### config.mk
export PLATFORM = sky130hd
export DESIGN_NAME = uart_transmitter_flat
export DESIGN_NICKNAME = d
export VERILOG_FILES = /design/src/rtl/uart_transmitter_if.sv /design/src/rtl/uart_transmitter.sv /design/src/flat_wrapper.sv
export SDC_FILE = /design/constraint.sdc
export NUM_CORES = 1
export LEC_CHECK = 0
export CORE_MARGIN = 4
export CORE_UTILIZATION = 49
export DETAILED_ROUTE_END_ITERATION = 7
export MAX_ROUTING_LAYER = met4
export PLACE_DENSITY_LB_ADDON = 0.1
export SLEW_MARGIN = 10
export SYNTH_ARGS = -nofsm -noshare
export SYNTH_HDL_FRONTEND = slang
export SYNTH_SLANG_ARGS = --single-unit
### constraint.sdc
create_clock -name clk_16bd -period 1.7 [get_ports clk_16bd]
set_input_delay 0.34 -clock clk_16bd [delete_from_list [all_inputs] [get_ports clk_16bd]]
set_output_delay 0.34 -clock clk_16bd [all_outputs]
set_load 0.05 [all_outputs]
### src/rtl/uart_transmitter_if.sv
// Parallel word handshake between a producer and uart_transmitter.
// The producer drives data/data_valid; the transmitter answers with ready.
interface uart_transmitter_if #(
  parameter int unsigned MAX_LEN = 9
) ();

  logic [MAX_LEN-1:0] data;
  logic               data_valid;
  logic               ready;

  modport master (
    output data,
    output data_valid,
    input  ready
  );

  modport slave (
    input  data,
    input  data_valid,
    output ready
  );

endinterface

### src/rtl/uart_transmitter.sv
// Serial UART transmitter clocked by the 16x baud clock.
// Frame: start bit, 5..9 data bits (LSB first), optional even/odd parity,
// one or two stop bits. Every serial bit is held for OVERSAMPLE clocks.
module uart_transmitter #(
  parameter int unsigned OVERSAMPLE = 16,
  parameter int unsigned MAX_LEN    = 9
) (
  input  logic                 clk_16bd,
  input  logic                 rst,
  uart_transmitter_if.slave    host,
  input  logic                 parity,
  input  logic                 parity_type,
  input  logic                 stop_bits,
  input  logic [3:0]           frame_length,
  output logic                 Tx,
  output logic                 busy,
  output logic                 tx_done
);

  localparam int unsigned TICK_W  = $clog2(OVERSAMPLE);
  localparam logic [TICK_W-1:0] TICK_LAST = TICK_W'(OVERSAMPLE - 1);
  localparam logic [3:0] MIN_BITS = 4'd5;
  localparam logic [3:0] MAX_BITS = 4'(MAX_LEN);

  typedef enum logic [2:0] {
    IDLE,
    START,
    DATA,
    PARITY,
    STOP
  } state_t;

  state_t               state;
  logic [TICK_W-1:0]    tick;
  logic [3:0]           bit_cnt;
  logic [3:0]           len_q;
  logic [MAX_LEN-1:0]   shift;
  logic                 par_en_q;
  logic                 par_bit_q;
  logic                 two_stop_q;
  logic                 stop_cnt;
  logic                 tx_q;
  logic                 busy_q;
  logic                 ready_q;
  logic                 done_q;

  logic [3:0]           eff_len;
  logic [MAX_LEN-1:0]   masked;
  logic                 par_calc;
  logic                 tick_wrap;

  assign tick_wrap  = (tick == TICK_LAST);
  assign Tx         = tx_q;
  assign busy       = busy_q;
  assign tx_done    = done_q;
  assign host.ready = ready_q;

  // Clamp the requested length, drop data bits beyond it and precompute parity.
  always_comb begin
    eff_len = frame_length;
    if (frame_length < MIN_BITS)
      eff_len = MIN_BITS;
    else if (frame_length > MAX_BITS)
      eff_len = MAX_BITS;
    masked = '0;
    for (int unsigned i = 0; i < MAX_LEN; i++)
      masked[i] = host.data[i] & (i < 32'(eff_len));
    par_calc = (^masked) ^ parity_type;
  end

  // Frame sequencer: all outputs registered, transitions only on tick wrap.
  always_ff @(posedge clk_16bd or negedge rst) begin
    if (!rst) begin
      state      <= IDLE;
      tick       <= '0;
      bit_cnt    <= '0;
      len_q      <= '0;
      shift      <= '0;
      par_en_q   <= 1'b0;
      par_bit_q  <= 1'b0;
      two_stop_q <= 1'b0;
      stop_cnt   <= 1'b0;
      tx_q       <= 1'b1;
      busy_q     <= 1'b0;
      ready_q    <= 1'b1;
      done_q     <= 1'b0;
    end else begin
      done_q <= 1'b0;

      if (state != IDLE)
        tick <= tick_wrap ? '0 : tick + 1'b1;

      case (state)
        IDLE: begin
          tx_q <= 1'b1;
          tick <= '0;
          if (host.data_valid && ready_q) begin
            state      <= START;
            tx_q       <= 1'b0;
            busy_q     <= 1'b1;
            ready_q    <= 1'b0;
            shift      <= masked;
            len_q      <= eff_len;
            par_en_q   <= parity;
            par_bit_q  <= par_calc;
            two_stop_q <= stop_bits;
            bit_cnt    <= '0;
            stop_cnt   <= 1'b0;
          end
        end

        START: begin
          if (tick_wrap) begin
            state <= DATA;
            tx_q  <= shift[0];
          end
        end

        // The next data bit is shift[1] because the shift lands on this same edge.
        DATA: begin
          if (tick_wrap) begin
            shift <= {1'b0, shift[MAX_LEN-1:1]};
            if (bit_cnt == len_q - 4'd1) begin
              bit_cnt <= '0;
              if (par_en_q) begin
                state <= PARITY;
                tx_q  <= par_bit_q;
              end else begin
                state <= STOP;
                tx_q  <= 1'b1;
              end
            end else begin
              bit_cnt <= bit_cnt + 4'd1;
              tx_q    <= shift[1];
            end
          end
        end

        PARITY: begin
          if (tick_wrap) begin
            state <= STOP;
            tx_q  <= 1'b1;
          end
        end

        STOP: begin
          if (tick_wrap) begin
            if (two_stop_q && !stop_cnt) begin
              stop_cnt <= 1'b1;
            end else begin
              stop_cnt <= 1'b0;
              state    <= IDLE;
              busy_q   <= 1'b0;
              ready_q  <= 1'b1;
              done_q   <= 1'b1;
            end
          end
        end

        default: begin
          state   <= IDLE;
          tx_q    <= 1'b1;
          busy_q  <= 1'b0;
          ready_q <= 1'b1;
        end
      endcase
    end
  end

endmodule

### src/flat_wrapper.sv
// flat-port wrapper written by rule: the top's interface ports become plain ports
module uart_transmitter_flat 
#(
  parameter int unsigned OVERSAMPLE = 16,
  parameter int unsigned MAX_LEN    = 9
)
  (clk_16bd, rst, parity, parity_type, stop_bits, frame_length, Tx, busy, tx_done, host_data, host_data_valid, host_ready);
  uart_transmitter_if #(.MAX_LEN(MAX_LEN)) host_i ();
  input  logic clk_16bd;
  input  logic rst;
  input  logic parity;
  input  logic parity_type;
  input  logic stop_bits;
  input  logic [3:0] frame_length;
  output logic Tx;
  output logic busy;
  output logic tx_done;
  input wire logic [$bits(host_i.data)-1:0] host_data;
  input wire logic [$bits(host_i.data_valid)-1:0] host_data_valid;
  output wire logic [$bits(host_i.ready)-1:0] host_ready;
  assign host_i.data = host_data;
  assign host_i.data_valid = host_data_valid;
  assign host_ready = host_i.ready;
  uart_transmitter #(.OVERSAMPLE(OVERSAMPLE), .MAX_LEN(MAX_LEN)) u_core (.clk_16bd(clk_16bd), .rst(rst), .host(host_i), .parity(parity), .parity_type(parity_type), .stop_bits(stop_bits), .frame_length(frame_length), .Tx(Tx), .busy(busy), .tx_done(tx_done));
endmodule
---- Yosys cells after proc, flatten, opt, wreduce, memory -nomap -nowiden ----
Cells that the tools add are included.
word-level totals
  register bits ........................... 32
  bits of input ports ..................... 19
  logic and storage cells ................. 110
cells by class
  add/sub/neg operators ................... 3
  order comparisons ....................... 11
  equality and inequality tests ........... 13
  multiplexer cells ....................... 42
  bitwise gates (word level) .............. 12
  reductions and logical operators ........ 16
operator list
  cell                                                                    number
  4-bit two-way mux                                                       8
  3-bit two-way mux                                                       8
  9-bit two-way mux                                                       2
  9-bit one-hot mux with 2 select lines                                   1
  1-bit two-way mux                                                       17
  3-bit by 4-bit < comparator with 1-bit output (first input constant)    4
  3-bit one-hot mux with 5 select lines                                   1
  2-bit by 1-bit != test with 1-bit output (second input constant)        6
  1-bit bitwise AND                                                       9
  9-bit parity                                                            1
  4-bit by 1-bit adder with 4-bit output (second input constant)          2
  1-bit by 4-bit < comparator with 1-bit output (first input constant)    2
  2-bit by 4-bit < comparator with 1-bit output (first input constant)    2
  4-bit one-hot mux with 2 select lines                                   1
  4-bit AND reduction                                                     2
  7-bit AND reduction                                                     1
  3-bit by 2-bit equality test with 1-bit output (second input constant)  2
  1-bit one-hot mux with 3 select lines                                   2
  3-bit AND reduction                                                     2
  2-bit nonzero test                                                      3
  1-bit one-hot mux with 5 select lines                                   1
  4-bit equality test                                                     1
  4-bit equality test (second input constant)                             1
  4-bit greater-than comparator (second input constant)                   1
  other kinds (15)                                                        17

---- Depth between registers and ports, before layout ----
  word-level depth ........................ 7
  gate-level depth with buffers ........... 7

---- Least setup slack after synthesis ----
No wires, ideal clock.
  kind .................................... register -> register
  start ................................... register u_core.len_q[0]
  end ..................................... register u_core.state[2]
  arrival ................................. 1.554 ns
  required time ........................... 1.597 ns
  slack ................................... 0.042 ns
  stages on the path, launching flop included .. 7
  path buffers ............................ 0
  clock period less this slack ............ 1.658 ns
  cell sequence ........................... dfrtp_1 > inv_1 > ha_1 > xnor2_1 > nor3_4 > a21oi_1 > o41ai_2
on the way
  longest elaborated chain between the ends .. 4
ends and longest elaborated chain
  item                                                line                     RTL
  start, declared                                     uart_transmitter.sv:36   logic [3:0] len_q;
  start signal, assigned                              uart_transmitter.sv:103  len_q <= eff_len;
  4-bit by 1-bit subtractor with 4-bit output         uart_transmitter.sv:123  if (bit_cnt == len_q - 4'd1) begin
  4-bit equality test                                 uart_transmitter.sv:123
  2-bit by 1-bit != test with 1-bit output (no line)  --
  7-bit AND reduction (no line)                       --
  end signal, assigned                                uart_transmitter.sv:126  state <= PARITY;
  end signal, assigned                                uart_transmitter.sv:129  state <= STOP;
  end signal, assigned                                uart_transmitter.sv:141  state <= STOP;
  end, declared                                       uart_transmitter.sv:33   state_t state;
Every way passes these cells.
A chain may end at the register's enable or synchronous reset.

---- Worst setup path after layout ----
  start ................................... register u_core.len_q[0]
  end ..................................... register u_core.state[1]
Same word-level chain as after synthesis.

==> summary.txt <==
outcome = finished clean
CTS tree = yes
Port Buffer Count = 22
Syn Nets = 212
hpwl dp = 3.136 mm
max_cap viols = 0
HP Class = input pin to asynchronous set/reset pin
Reg clk slew, reported paths = 0.07 ns
pin count of the biggest net entering global routing = 33
GRT Total Usage = 19.51%
synthesis-to-finish area growth = 37.71%
share of layout cells above drive strength 1 = 29.51%
DRT Pass-1 Iters = 4
Max Fanout on Critical Path = 4
clock buffer depth = 2
via count = 1565
worst relative slew slack = 72.76%
gp weighted congestion = 0.8556
crit-path leading delay family = flip-flops
antenna-violating nets left = 0
Syn Inst Count = 190
synth unique cells = 49
Cell Area, Synth = 0.001828 mm2
core region area = 0.003468 mm2
total power = 3.125 mW
CP Class = flop to flop
row cnt = 21
number of flops mapped to enable cells by yosys = 0
die height = 69.08 um
commonest register cell after synthesis = dfrtp_1
reg-to-reg startpoint = u_core.len_q[0]
setup TNS = 0 ns
Worst Clk Skew = 0.007928 ns
WP data arrival = 1.86 ns
Seq cells post-synth = 32
clk root buf = clkbuf_8
RSZ-0062 raised after global routing = true
FF-to-FF path depth = 8
CP max stage delay = 0.40 ns
Die X = 69.08 um
diode count = 0
maximum VDD drop = 549.4 uV
Mapped Avg Cell Area = 9.621 um2
Ys Warns = 0
DR WL/cell = 14.79 um
WL final = 4.289 mm
reg-to-reg slack, setup = 0.01 ns
CTS buffer count = 5
CTS H-tree lvls = 2
most frequent cells in the layout = buf_4, nand2_1, dfrtp_1, nor2_1, clkdlybuf4s50_1
asr flop ratio synth = 100.0%
Max Fclk = 592.8 MHz
Sink Count = 32
sequential share of the synthesized area = 43.94%
r2r endpoint = u_core.state[1]
grt total ovfl = 0
io pins = 23
Starting Density = 52.71%
Nets = 266
most common cell after layout, fill and taps aside = buf_4
1st-iter DRT viols = 82
PwrDens = 1241 mW/mm2
Via density = 5.397
Finished Layout Cells = 290
first-pass GRT wire length = 7.410 mm
vias in the first global route = 1631
crit path cell chain = inv_2, ha_4, xnor2_4, nor3_4, buf_4, a311oi_1, o21ai_1, o21ai_0
leakage = 1.069 nW
Setup crit end kind = flop
clock latency on the worst-skew pair = 0.29 ns
Critical path buffers and inverters = 2
Cells after DPL = 281
crit path launch type = flop
max-slew violations = 0
FILL cells = 283
Tmin final = 1.687 ns
period utilization = 99.23%
initial antenna violation count = 0
Final Hold Violating Endpoints = 0
hold_buf cts = 0
Worst path slowest cell = dfrtp_1
final setup vio count = 0
die area = 0.004772 mm2
Worst Path Required = 1.87 ns
DRC errors left = 0
worst-margin pin slew = 0.4086 ns
-- registers in the layout, indices dropped and copies added, names as in the netlist, 3 cells and up --
name / flops
u_core.bit_cnt: 4
u_core.tick: 4
u_core.len_q: 4
u_core.shift: 9
u_core.state: 3
-- per-layer routing --
| layer | wire, um | global-route usage [%] | up-vias |
|---|---|---|---|
| met4 | 63 | 6.941 | 0 |
| met3 | 116 | 4.651 | 5 |
| li1 | - | - | 782 |
| met1 | 1791 | 21.75 | 749 |
| met5 | 0 | - | - |
| met2 | 2317 | 33.90 | 29 |
-- report_power, final --
part	internal [mW]	switching (mW)	total, mW
clock network	0.278	0.274	0.551
registers	0.989	0.216	1.20
logic	0.685	0.684	1.37
total	1.95	1.17	3.13
-- cell usage after synthesis (2+ instances only) --
| cell | n | area (um2) |
|---|---|---|
| nand2b_1 | 3 | 18.77 |
| a21oi_1 | 13 | 65.06 |
| nor3_4 | 2 | 32.53 |
| a31oi_1 | 7 | 43.79 |
| buf_2 | 3 | 15.01 |
| o31ai_1 | 2 | 15.01 |
| clkbuf_1 | 2 | 7.510 |
| nand4b_1 | 2 | 17.52 |
| mux2_2 | 4 | 45.04 |
| nand2_1 | 31 | 116.4 |
| nand3_1 | 4 | 20.02 |
| inv_1 | 5 | 18.77 |
| xor2_1 | 2 | 17.52 |
| a311oi_1 | 2 | 17.52 |
| xnor2_1 | 10 | 87.58 |
| ha_1 | 3 | 37.54 |
| nor2_1 | 16 | 60.06 |
| nor3_1 | 4 | 20.02 |
| dfrtp_1 | 30 | 750.7 |
| o21ai_0 | 15 | 75.07 |
| dfstp_2 | 2 | 52.55 |
-- worst reg2reg max path, cell delays in order (launching register included) --
cell,delay [ns]
dfrtp_1,0.40
inv_2,0.08
ha_4,0.21
xnor2_4,0.13
nor3_4,0.27
buf_4,0.16
a311oi_1,0.09
o21ai_1,0.13
o21ai_0,0.09
-- logic make-up (layout without fill, tap and decap cells) --
logic type	after synthesis	in the layout	synth area share, %
AND/OR/NAND/NOR	73	73	20.19
AO/OA/AOI/OAI	51	51	19.23
flip-flops	32	32	43.94
XOR/XNOR	14	14	8.282
buffers and inverters	12	66	3.286
multiplexers	5	5	3.011
adder cells (fa/ha/maj)	3	3	2.054
-- cell type report --
cell class                 count  area, um2  area share, %
sequential                    32      803.3          31.91
clock buffer                   6      72.57          2.883
clock inverter                 1      5.005         0.1988
multi-input combinational    146       1067          42.40
tap                           46      57.56          2.286
inverter                       5      18.77         0.7455
timing repair buffer          54      493.0          19.58
-- through the flow --
stage | hold WS [ns] | worst slack [ns] | instance area [um2] | util [%]
global placement | 0.4665 | -0.2350 | 2317 | 66.81
global route | 0.4979 | -0.08860 | 2517 | 72.58
finish | 0.4588 | 0.01313 | 2517 | 72.58
CTS | 0.4716 | -0.05063 | 2429 | 70.02
floorplan | 0.04441 | 0.04232 | 1828 | -
detailed placement | 0.4728 | -0.2918 | 2317 | 66.81
-- repair_timing --
action / 4_1_cts / 5_1_grt
setup buffers: 1 / 1
gates resized for setup: 8 / 16
pin swaps: 6 / 5
endpoints found under the setup margin: 7 / 16
-- worst max-delay path by stage --
stage	start	to	slack (ns)	depth (start not counted)
floorplan	u_core.len_q[0]	u_core.state[2]	0.04	6
finish	u_core.len_q[0]	u_core.state[1]	0.01	8
global route	u_core.len_q[0]	u_core.state[2]	-0.09	6
global placement	frame_length[2]	u_core.par_bit_q	-0.23	5
CTS	u_core.len_q[0]	u_core.Tx	-0.05	7
detailed placement	frame_length[2]	u_core.par_bit_q	-0.29	5
No activity file was read; power rests on OpenSTA's default activity.
